==> src/rtl/pt2262_frame_tx.sv <==
// rtl/pt2262_frame_tx.sv - PT2262-compatible tri-state frame encoder with repeat and stop control
module pt2262_frame_tx #(
    parameter int NTRITS = 12,
    parameter int DIV_W  = 16,
    parameter int REP_W  = 4
) (
    input  logic                  clk,
    input  logic                  reset,
    input  logic [2*NTRITS-1:0]   code,
    input  logic [DIV_W-1:0]      div,
    input  logic [REP_W-1:0]      repeats,
    input  logic                  start,
    input  logic                  stop,
    output logic                  busy,
    output logic                  done,
    output logic                  q
);

    // Trit index width; a single-trit frame still needs a one-bit index.
    localparam int TW = (NTRITS > 1) ? $clog2(NTRITS) : 1;
    localparam logic [TW-1:0] LAST_TRIT = TW'(NTRITS - 1);

    typedef enum logic [1:0] {
        ST_IDLE,
        ST_TRIT,
        ST_SYNC,
        ST_FINISH
    } state_t;

    state_t                state_q, state_d;
    logic [2*NTRITS-1:0]   code_q, code_d;
    logic [DIV_W-1:0]      div_l_q, div_l_d;
    logic [REP_W-1:0]      rep_q, rep_d;
    logic [DIV_W-1:0]      div_cnt_q, div_cnt_d;
    logic [6:0]            alpha_q, alpha_d;
    logic [TW-1:0]         trit_q, trit_d;
    logic [REP_W-1:0]      frame_q, frame_d;
    logic                  stop_pend_q, stop_pend_d;
    logic                  busy_q, busy_d;
    logic                  done_q, done_d;
    logic                  q_q, q_d;

    logic                  tick;
    logic [2*NTRITS-1:0]   code_sh;
    logic [1:0]            trit_sel;
    logic [3:0]            hi_len;

    assign busy = busy_q;
    assign done = done_q;
    assign q    = q_q;

    // One alpha unit elapses on the last clk of each divider period.
    assign tick = (div_cnt_q == (div_l_q - DIV_W'(1)));

    // State register plus all counters and registered outputs.
    always_ff @(posedge clk) begin
        if (reset) begin
            state_q     <= ST_IDLE;
            code_q      <= '0;
            div_l_q     <= '0;
            rep_q       <= '0;
            div_cnt_q   <= '0;
            alpha_q     <= '0;
            trit_q      <= '0;
            frame_q     <= '0;
            stop_pend_q <= 1'b0;
            busy_q      <= 1'b0;
            done_q      <= 1'b0;
            q_q         <= 1'b0;
        end else begin
            state_q     <= state_d;
            code_q      <= code_d;
            div_l_q     <= div_l_d;
            rep_q       <= rep_d;
            div_cnt_q   <= div_cnt_d;
            alpha_q     <= alpha_d;
            trit_q      <= trit_d;
            frame_q     <= frame_d;
            stop_pend_q <= stop_pend_d;
            busy_q      <= busy_d;
            done_q      <= done_d;
            q_q         <= q_d;
        end
    end

    // Next-state sequencing: operand latch, alpha divider, trit/sync/frame counting.
    always_comb begin
        state_d     = state_q;
        code_d      = code_q;
        div_l_d     = div_l_q;
        rep_d       = rep_q;
        div_cnt_d   = div_cnt_q;
        alpha_d     = alpha_q;
        trit_d      = trit_q;
        frame_d     = frame_q;
        stop_pend_d = stop_pend_q;

        case (state_q)
            ST_IDLE: begin
                if (start) begin
                    code_d      = code;
                    div_l_d     = (div == '0) ? DIV_W'(1) : div;
                    rep_d       = repeats;
                    div_cnt_d   = '0;
                    alpha_d     = '0;
                    trit_d      = LAST_TRIT;
                    frame_d     = '0;
                    stop_pend_d = 1'b0;
                    state_d     = ST_TRIT;
                end
            end

            ST_TRIT: begin
                if (stop) begin
                    stop_pend_d = 1'b1;
                end
                if (tick) begin
                    div_cnt_d = '0;
                    if (alpha_q == 7'd31) begin
                        alpha_d = '0;
                        if (trit_q == '0) begin
                            state_d = ST_SYNC;
                        end else begin
                            trit_d = trit_q - TW'(1);
                        end
                    end else begin
                        alpha_d = alpha_q + 7'd1;
                    end
                end else begin
                    div_cnt_d = div_cnt_q + DIV_W'(1);
                end
            end

            ST_SYNC: begin
                if (stop) begin
                    stop_pend_d = 1'b1;
                end
                if (tick) begin
                    div_cnt_d = '0;
                    if (alpha_q == 7'd127) begin
                        alpha_d = '0;
                        // Frame counter never passes repeats, so all-ones cannot wrap.
                        if ((frame_q == rep_q) || stop_pend_q || stop) begin
                            state_d = ST_FINISH;
                        end else begin
                            frame_d = frame_q + REP_W'(1);
                            trit_d  = LAST_TRIT;
                            state_d = ST_TRIT;
                        end
                    end else begin
                        alpha_d = alpha_q + 7'd1;
                    end
                end else begin
                    div_cnt_d = div_cnt_q + DIV_W'(1);
                end
            end

            ST_FINISH: begin
                stop_pend_d = 1'b0;
                state_d     = ST_IDLE;
            end

            default: begin
                state_d = ST_IDLE;
            end
        endcase
    end

    // Output decode from the next state so q, busy and done are plain flops.
    always_comb begin
        code_sh  = code_d >> {trit_d, 1'b0};
        trit_sel = code_sh[1:0];
        hi_len   = 4'd4;
        busy_d   = 1'b0;
        done_d   = 1'b0;
        q_d      = 1'b0;

        case (trit_sel)
            2'b00:   hi_len = 4'd4;
            2'b11:   hi_len = 4'd12;
            default: hi_len = alpha_d[4] ? 4'd12 : 4'd4;
        endcase

        case (state_d)
            ST_TRIT: begin
                busy_d = 1'b1;
                q_d    = (alpha_d[3:0] < hi_len);
            end
            ST_SYNC: begin
                busy_d = 1'b1;
                q_d    = (alpha_d < 7'd4);
            end
            ST_FINISH: begin
                done_d = 1'b1;
            end
            default: begin
                busy_d = 1'b0;
            end
        endcase
    end

endmodule

==> config.mk <==
export PLATFORM = sky130hd
export DESIGN_NAME = pt2262_frame_tx
export DESIGN_NICKNAME = d
export VERILOG_FILES = /design/src/rtl/pt2262_frame_tx.sv
export SDC_FILE = /design/constraint.sdc
export NUM_CORES = 1
export LEC_CHECK = 0
export CORE_AREA = 3 3 96 143
export DETAILED_ROUTE_END_ITERATION = 10
export DIE_AREA = 0 0 99 146
export PLACE_DENSITY = 0.68
export SETUP_SLACK_MARGIN = 0.4
export SLEW_MARGIN = 10
export SYNTH_ARGS = -nofsm -noshare
export SYNTH_HDL_FRONTEND = slang
export SYNTH_SLANG_ARGS = --single-unit
==> constraint.sdc <==
create_clock -name clk -period 15.4 [get_ports clk]
set_clock_uncertainty 0.2 [all_clocks]
set_input_delay 1.54 -clock clk [delete_from_list [all_inputs] [get_ports clk]]
set_output_delay 1.54 -clock clk [all_outputs]
set_load 0.03 [all_outputs]
# Word level (Yosys, flattened, before mapping)

Cells that the tools add are included.

Add/subtract/negate cells: 5
Magnitude comparators: 2
Eq/ne operators: 16
Shift-type cells: 1
Mux-type cells: 41
Reduce and logical (&&, ||, !) cells: 14

Operators with widths:

| cell                                                                         | count |
|---|---|
| 16-bit 2-to-1 mux                                                            | 3 |
| 24-bit 2-to-1 mux                                                            | 2 |
| 4-bit 2-to-1 mux                                                             | 12 |
| 7-bit 2-to-1 mux                                                             | 5 |
| 16-bit case mux with 2 select lines                                          | 1 |
| 24-bit by 5-bit >> shifter with 2-bit output                                 | 1 |
| 7-bit case mux with 3 select lines                                           | 1 |
| 16-bit by 1-bit adder with 16-bit output, second input constant              | 1 |
| 16-bit == test                                                               | 1 |
| 16-bit logical NOT                                                           | 1 |
| 4-bit case mux with 2 select lines                                           | 2 |
| 16-bit by 1-bit subtractor with 16-bit output, second input constant         | 1 |
| 2-bit 2-to-1 mux                                                             | 7 |
| 4-bit case mux with 3 select lines                                           | 1 |
| 2-bit == test, second input constant                                         | 5 |
| 2-bit != test, second input constant                                         | 4 |
| 2-bit case mux with 4 select lines                                           | 1 |
| 7-bit by 1-bit adder with 7-bit output, second input constant                | 1 |
| 7-bit by 5-bit == test with 1-bit output, second input constant              | 1 |
| 7-bit == test, second input constant                                         | 1 |
| 7-bit by 3-bit less-than comparator with 1-bit output, second input constant | 1 |
| 2-bit AND reduction                                                          | 3 |
| 5-bit AND reduction                                                          | 1 |
| 4-bit by 1-bit adder with 4-bit output, second input constant                | 1 |
| 13 further kinds                                                             | 21 |

Flip-flop bits (word level): 81
Input port bits: 48
Word-level logic and storage cells: 91

# Depth between registers and ports, before layout

Gate-level depths: netlist of run 1.

Word-level depth: 12
Mapped depth: 22
Mapped depth without buffers: 20

# Worst setup path after synthesis of run 1

Ideal clock, no wire load.

Path kind: register -> register
Start: register div_l_q[0]
End: register q_q, in the netlist q
Library setup time: 0.115 ns
Arrival: 4.640 ns
Slack: 10.445 ns
Cell stages (with the launch flop): 22
Path buffers: 1
Cells stage by stage: dfxtp_1 inv_1 ha_1 nor4b_1 nand4_1 xnor2_1 or3b_1 or3_1 buf_6 nor3_1 mux2_2 a221oi_1 o21ai_0 a211o_1 o211ai_1 ha_1 mux2i_1 ha_1 inv_1 o21ai_0 o31ai_1 and2_1

Cells in the longest elaborated chain, start to end: 9
Elaborated cells between the ends (all ways): 21
Those cells by class: 1 x add/sub; 2 x order compare; 4 x eq/ne; 1 x shift; 12 x mux; 1 x reduce/logical

RTL lines:

| what                                               | line     | RTL |
|---|---|---|
| start, declared                                    | 32       | `logic [DIV_W-1:0] div_l_q, div_l_d;` |
| start signal, assigned                             | 73       | `div_l_q <= div_l_d;` |
| 16-bit by 1-bit subtractor with 16-bit output (*)  | 53       | `assign tick = (div_cnt_q == (div_l_q - DIV_W'(1)));` |
| 16-bit == test (*)                                 | 53       |  |
| 4-bit 2-to-1 mux, on equally long branches         | 138, 117 |  |
| 4-bit case mux with 3 select lines                 | 98       | `case (state_q)` |
| 24-bit by 5-bit >> shifter with 2-bit output       | 171      | `code_sh = code_d >> {trit_d, 1'b0};` |
| 2-bit == test or 2-bit logical NOT (tied branches) | 178      | `case (trit_sel)` |
| 4-bit case mux with 2 select lines                 | 178      |  |
| 4-bit less-than comparator                         | 187      | `q_d = (alpha_d[3:0] < hi_len);` |
| 1-bit case mux with 2 select lines (*)             | 184      | `case (state_d)` |
| end signal, assigned                               | 82       | `q_q <= q_d;` |
| end, declared                                      | 41       | `logic q_q, q_d;` |

Mark *: on every way between the ends. The rest lies on a longest branch, timed or not.
A chain may end at the register's enable or synchronous reset.

# Final worst setup path of run 1

Same ends and word-level chain as after synthesis.

==> results of run 1 <==
path summary, 6_finish.rpt:
kind | from | end | slack (ns) | cells past startpoint
worst min register to register | code_q[10] | code_q[10] | 0.25 | 2
worst max register to register | div_l_q[0] | q | 9.75 | 20
worst max-delay path | div_l_q[0] | q | 9.75 | 20
worst min-delay path | code_q[10] | code_q[10] | 0.25 | 2
sequential cells by signal (all words and copies together), names as in the netlist:
signal and cells:
stop_pend_q 1, state_q 2, rep_q 4, div_l_q 16, div_cnt_q 16, code_q 24
done 1, busy 1, trit_q 4, alpha_q 7, frame_q 4, q 1
power breakdown:
group | total (mW) | internal, mW | switching (mW)
logic | 0.116 | 0.0523 | 0.0633
registers | 0.229 | 0.219 | 0.00962
clock network | 0.206 | 0.122 | 0.0839
total | 0.551 | 0.394 | 0.157
per-stage QoR:
| step | hold slack, ns | area, um^2 | std cells | power (mW) | utilization |
|---|---|---|---|---|---|
| after floorplan | 0.2317 | 4853 | 612 | 0.3139 | - |
| after global routing | 0.2697 | 5715 | 805 | 0.5759 | 0.4545 |
| after detailed placement | 0.2453 | 5425 | 789 | 0.3482 | 0.4314 |
| final | 0.2543 | 5715 | 805 | 0.5505 | 0.4545 |
| after global placement | 0.2378 | 5425 | 789 | 0.3455 | 0.4314 |
| after CTS | 0.2536 | 5715 | 805 | 0.5553 | 0.4545 |
cell families (layout without fill, tap and decap cells):
kind of cell / after synthesis / count (layout) / share of synthesized area
adder cells (fa/ha/maj): 14 / 14 / 0.03609
multiplexers: 12 / 12 / 0.04537
XOR/XNOR: 37 / 37 / 0.06677
AND/OR/NAND/NOR: 270 / 270 / 0.2722
flip-flops: 81 / 81 / 0.3341
buffers and inverters: 51 / 88 / 0.04382
AO/OA/AOI/OAI: 147 / 147 / 0.2016
worst max-delay path, delay by kind of cell, from the launching register on:
| family | cells | cell delay (ns) |
|---|---|---|
| and+or+nand+nor | 6 | 1.87 |
| AOI/OAI and AO/OA | 6 | 1.37 |
| adders and majority gates | 3 | 0.86 |
| muxes | 2 | 0.55 |
| DFF | 1 | 0.39 |
| xor gates and xnor gates | 1 | 0.17 |
| buffers and inverters | 2 | 0.14 |
layout make-up:
type	instances	area, um^2
multi-input combinational	480	3019
timing repair buffer	53	518.0
clock buffer	12	266.5
tap	156	195.2
fill	1254	6859
sequential	81	1622
clock inverter	4	23.77
inverter	19	71.32
cells in the final DEF, fill, tap and decap left out, types with 6 or more instances in the layout:
master / synthesis / routed
sky130_fd_sc_hd__a211oi_1: 7 / 7
sky130_fd_sc_hd__a21oi_1: 56 / 56
sky130_fd_sc_hd__a31oi_1: 8 / 8
sky130_fd_sc_hd__and2_1: 7 / 7
sky130_fd_sc_hd__and3_1: 11 / 11
sky130_fd_sc_hd__clkbuf_16: 0 / 9
sky130_fd_sc_hd__clkdlybuf4s50_1: 0 / 49
sky130_fd_sc_hd__dfxtp_1: 81 / 81
sky130_fd_sc_hd__ha_1: 14 / 14
sky130_fd_sc_hd__inv_1: 19 / 19
sky130_fd_sc_hd__mux4_1: 6 / 6
sky130_fd_sc_hd__nand2_1: 110 / 110
sky130_fd_sc_hd__nand3_1: 9 / 9
sky130_fd_sc_hd__nand4_1: 14 / 14
sky130_fd_sc_hd__nor2_1: 53 / 53
sky130_fd_sc_hd__nor2b_1: 8 / 8
sky130_fd_sc_hd__nor3_1: 19 / 19
sky130_fd_sc_hd__nor4_1: 8 / 8
sky130_fd_sc_hd__o21ai_0: 14 / 14
sky130_fd_sc_hd__o22ai_1: 7 / 7
sky130_fd_sc_hd__o31ai_1: 6 / 6
sky130_fd_sc_hd__or3_1: 6 / 6
sky130_fd_sc_hd__xnor2_1: 19 / 19
sky130_fd_sc_hd__xor2_1: 18 / 18
per-layer routing:
layer / global-route usage / wire length, um
met1: 0.1908 / 4901
met5: 0 / 0
met2: 0.3146 / 6640
met4: 0.06630 / 421
met3: 0.03501 / 506
==> results.ini, run 1 <==
[cells_and_area]
flow.area_growth_from_synthesis_pct=17.76
num_antenna_cells=0
post_route_cells_drive_above_1_share=0.06471
finalNetCount=706

[synth]
synthesis.nets=674
synth_cell_type_count=67
dominantRegCellSynth=sky130_fd_sc_hd__dfxtp_1
synthDominantAreaCellType=sky130_fd_sc_hd__dfxtp_1
synth_edf_count=0
synth-async-reset-ratio=0
synth-seq-area-share=0.3341
yosys.cell_count.top_type=sky130_fd_sc_hd__nand2_1
netlist_area_mm2=0.004853
yosysWarnings=0
yosys-top-cells-count=110 x sky130_fd_sc_hd__nand2_1, 81 x sky130_fd_sc_hd__dfxtp_1, 56 x sky130_fd_sc_hd__a21oi_1
syn_inst=612
syn_avg_cell_area_um2=7.930
synth_area_leaders=sky130_fd_sc_hd__dfxtp_1 33%, sky130_fd_sc_hd__nand2_1 8.5%, sky130_fd_sc_hd__a21oi_1 5.8%
synth_top_area_share=0.3341
synth.ff_latch_count=81

[clocking]
tritoncts.num_buffers=9
hold_buffers=0
postCtsResizedCells=0
clockRootBuffer=sky130_fd_sc_hd__clkbuf_16
clock_latency_on_the_worst_skew_pair_ns=0.34
ctsLongestPathBuffers=2
tritoncts=done
clk_transition_reported_paths_ns=0.06
htreeDepth=3
postCtsSetupRepairBufs=0
clock_net_sink_count=81

[placed_design]
routability_congestion=0.9270
post-place-ws_ns=9.808
dpl.hpwl_mm=9.198
numPortBuffers=50

[outcome]
status=finished, final reports clean

[global_route]
grt_max_degree=68
groute.usage.overall=0.1718
grt_overflow=0
antenna_found_initial=0
grt_pass1_wl_mm=20.82
vias_in_the_first_global_route=4479

[sta]
finalSetupViolCount=0
worst_slew_margin_rel=0.4745
totalNegativeSetupSlack_ns=0
max_transition_viols_final=0
fmax_ghz=0.1771
worst_pin_slew_ns=0.7811
timing.final.crit_share=0.3667
period_needed_ns=5.648
setup_slack_ns=9.752
hold_violations=0
grt_setup_unrepaired=false

[setup_path]
critical_path.endpoint_type=register
worstSetupStartpointType=register
setup.worst_path.class=reg -> reg
critical_path_peak_fanout=7
timing.critical_path.slowest_stage_cell=sky130_fd_sc_hd__a221oi_1
critPathMaxStageDelay_ns=0.53
worstPathRequired_ns=15.43
critical_path_arrival_ns=5.68
worst_path_most_repeated_cell=sky130_fd_sc_hd__ha_1
critical_path.cell_chain=inv_1, ha_1, nor4b_1, nand4_1, xnor2_1, or3b_1, or3_1, nor3_1, mux2_2, a221oi_1, o21ai_0, a211o_1, o211ai_1, ha_1, mux2i_1, ha_1, inv_1, o21ai_0, o31ai_1, and2_1

[die]
floorplan.core_area_mm2=0.01257
die_h_um=146
die_x_um=99
num_rows=50
die_area_mm2=0.01445
initial_core_utilization=0.3860
io_pins=51

[drt]
initialDrtViolationCount=192
via_count=4572
post_drt_via_cell_ratio=5.680
drt_pre_antenna_iters=5
number_of_remaining_drc_errors=0
postRouteWirelength_mm=12.47
detail_route.wl_per_cell_um=15.49
ant_nets=0

[worst_hold_path]
timing.hold.worst.class=reg -> reg

[power_and_ir_drop]
p_per_area_mw_per_mm2=96.32
leakagePower_nw=2.121
peakVddDrop_mv=0.07543

[run]
cap_viol_max_count=0

Power figures use the tool's default switching activity.
==> inputs of run 2 (changes only) <==
==> constraint.sdc (replaced) <==
create_clock -name clk -period 5.4 [get_ports clk]
set_clock_uncertainty 0.2 [all_clocks]
set_input_delay 0.54 -clock clk [delete_from_list [all_inputs] [get_ports clk]]
set_output_delay 0.54 -clock clk [all_outputs]
set_load 0.03 [all_outputs]
==> run 2 against run 1 <==
Fmax grew 14%. Largest power group is now clock. Global-route usage grew 1.0 points. First-iteration DRC count grew 4.2%. Cell count grew 3.7%. Die area is the same.
==> results.ini, run 2 (synthesized netlist as in run 1, its figures left out) <==
[clocking]
ctsLongestPathBuffers=2  ; unchanged
tritoncts.num_buffers=9  ; unchanged
tritoncts=done
clockRootBuffer=sky130_fd_sc_hd__clkbuf_16
clock_net_sink_count=81  ; unchanged
clk_transition_reported_paths_ns=0.06  ; about the same
hold_buffers=0  ; unchanged
clock_latency_on_the_worst_skew_pair_ns=0.35  ; about the same
htreeDepth=3  ; unchanged

[cells_and_area]
final.fill_count=1223  ; -2.5%
mostFrequentLayoutCells=109 x sky130_fd_sc_hd__nand2_1, 76 x sky130_fd_sc_hd__dfxtp_1, 55 x sky130_fd_sc_hd__a21oi_1
post_route_cells_drive_above_1_share=0.1443  ; +0.07961
largest_registers=code_q x24, div_cnt_q x16, div_l_q x16
largest_register=code_q
flow.area_growth_from_synthesis_pct=27.09
largest_register_ffs=24  ; unchanged
num_antenna_cells=0  ; unchanged
layout_commonest_cell=sky130_fd_sc_hd__nand2_1
finalNetCount=736  ; +4.2%

[sta]
worst_slew_margin_rel=0.4137  ; -0.06073
finalSetupViolCount=0  ; unchanged
grt_setup_unrepaired=true
setup_slack_ns=0.4662  ; -9.286 ns
timing.final.crit_share=0.9137  ; +0.5469
max_transition_viols_final=0  ; unchanged
worst_pin_slew_ns=0.8794  ; +0.09830 ns
fmax_ghz=0.2027  ; +14%
hold_violations=0  ; unchanged
period_needed_ns=4.934  ; -0.7141 ns

[power_and_ir_drop]
peakVddDrop_mv=0.1696  ; +120%
leakagePower_nw=2.336  ; +10%
p_per_area_mw_per_mm2=285.6  ; +200%
pwr_total_mw=1.761  ; +220%

[drt]
via_count=4689  ; +2.6%
postRouteWirelength_mm=13.25  ; +6.2%
number_of_remaining_drc_errors=0  ; unchanged
ant_nets=0  ; unchanged
initialDrtViolationCount=200  ; +4.2%
drt_pre_antenna_iters=5  ; unchanged
detail_route.wl_per_cell_um=15.87  ; +2.4%
post_drt_via_cell_ratio=5.616  ; -1.1%

[global_route]
grt_overflow=0  ; unchanged
grt_use_met3=0.02974  ; -0.005276
grt_pass1_wl_mm=21.52  ; +3.3%
antenna_found_initial=0  ; unchanged
grt_max_degree=68  ; unchanged
grtUsageMet1=0.1971  ; +0.006294
met2_usage=0.3388  ; +0.02423
grt.busiest_layer=met2
vias_in_the_first_global_route=4544  ; +1.5%
groute.usage.overall=0.1822  ; +0.01044

[run]
cap_viol_max_count=0  ; unchanged

[setup_path]
worstPathRequired_ns=5.43  ; -10.00 ns
critical_path_peak_fanout=6  ; -1
setup.worst_path.class=reg -> reg
critical_path_arrival_ns=4.97  ; -0.71 ns
cp_top_family=compound AO/OA/AOI/OAI gates
critical_path.cell_chain=buf_6, or4_4, nor2_4, mux2_4, a311oi_4, nand3_2, buf_6, nor4b_4, buf_4, o21ai_4, a22o_1, a21oi_2, a211oi_2, o32ai_2, ha_1, mux2i_2, ha_1, inv_1, o21ai_1, o31ai_1, and2_1
critPathMaxStageDelay_ns=0.56  ; +0.03 ns
worstSetupStartpointType=register
timing.critical_path.slowest_stage_cell=sky130_fd_sc_hd__or4_4
critical_path_buf_inv_count=4  ; +2
critical_path.endpoint_type=register

[die]
die_x_um=99  ; unchanged
die_area_mm2=0.01445  ; unchanged
die_h_um=146  ; unchanged
initial_core_utilization=0.3860  ; unchanged
floorplan.core_area_mm2=0.01257  ; unchanged
io_pins=51  ; unchanged
num_rows=50  ; unchanged

[placed_design]
routability_congestion=0.8785  ; -5.2%
numPortBuffers=50  ; unchanged
dpl.hpwl_mm=9.652  ; +4.9%
post-place-ws_ns=-0.006853  ; -9.815 ns

[outcome]
status=finished, final reports clean

[worst_hold_path]
timing.hold.worst.class=reg -> reg

==> run 2: timing repair <==
action,in CTS,in global routing
pin swaps,11,21
setup endpoints to repair,1,1
gates cloned,0,0
resized for setup,22,17
buffers inserted,6,9
endpoints found under the hold margin,0,0
==> run 2: final timing paths <==
check,slack (ns),endpoint,depth (start not counted),from
hold / removal,0.26,code_q[12],2,code_q[12]
hold reg to reg,0.26,code_q[12],2,code_q[12]
setup / recovery,0.47,q,21,div_l_q[1]
setup reg to reg,0.47,q,21,div_l_q[1]
==> run 2: metal layers <==
layer | share of wire | wire length, um | up-vias
met3 | 0.037 | 495 | 26
met1 | 0.38 | 5098 | 2237
met4 | 0.032 | 424 | 0
met2 | 0.55 | 7230 | 113
li1 | - | - | 2313
met5 | 0 | 0 | -
==> run 2: final cells by class <==
| cell class | count | area (um^2) | area share |
|---|---|---|---|
| clock buffers | 10 | 239.0 | 0.03874 |
| clock inverters | 6 | 105.1 | 0.01704 |
| inverters | 19 | 71.32 | 0.01156 |
| multi-input cells | 480 | 3176 | 0.5148 |
| flip-flops and latches | 81 | 1628 | 0.2639 |
| well taps | 156 | 195.2 | 0.03164 |
| repair buffers | 83 | 754.5 | 0.1223 |
==> run 2: stage by stage <==
| step | std cells | area [um^2] | TNS, ns | hold WS [ns] | util |
|---|---|---|---|---|---|
| finish | 835 | 6168 | 0 | 0.2565 | 0.4905 |
| global route | 835 | 6168 | 0 | 0.2740 | 0.4905 |
| CTS | 826 | 6045 | 0 | 0.2569 | 0.4807 |
| detailed placement | 804 | 5538 | -0.006853 | 0.2484 | 0.4404 |
| global placement | 804 | 5538 | 0 | 0.2427 | 0.4404 |
| floorplan | 612 | 4853 | 0 | 0.2317 | - |
==> run 2: worst register-to-register path, stage by stage (launching register included) <==
cell and delay (ns):
sky130_fd_sc_hd__dfxtp_2 0.32, sky130_fd_sc_hd__buf_6 0.12, sky130_fd_sc_hd__or4_4 0.57, sky130_fd_sc_hd__nor2_4 0.13
sky130_fd_sc_hd__mux2_4 0.32, sky130_fd_sc_hd__a311oi_4 0.33, sky130_fd_sc_hd__nand3_2 0.15, sky130_fd_sc_hd__buf_6 0.16
sky130_fd_sc_hd__nor4b_4 0.30, sky130_fd_sc_hd__buf_4 0.18, sky130_fd_sc_hd__o21ai_4 0.08, sky130_fd_sc_hd__a22o_1 0.30
sky130_fd_sc_hd__a21oi_2 0.16, sky130_fd_sc_hd__a211oi_2 0.07, sky130_fd_sc_hd__o32ai_2 0.27, sky130_fd_sc_hd__ha_1 0.29
sky130_fd_sc_hd__mux2i_2 0.19, sky130_fd_sc_hd__ha_1 0.33, sky130_fd_sc_hd__inv_1 0.04, sky130_fd_sc_hd__o21ai_1 0.10
sky130_fd_sc_hd__o31ai_1 0.07, sky130_fd_sc_hd__and2_1 0.14
==> run 2: where the power goes <==
group	leakage (nW)	internal, mW	total [mW]	switching (mW)
sequential	0.663	0.626	0.653	0.0272
clock	0.172	0.462	0.711	0.249
combinational	1.50	0.192	0.397	0.204
total	2.34	1.28	1.76	0.481
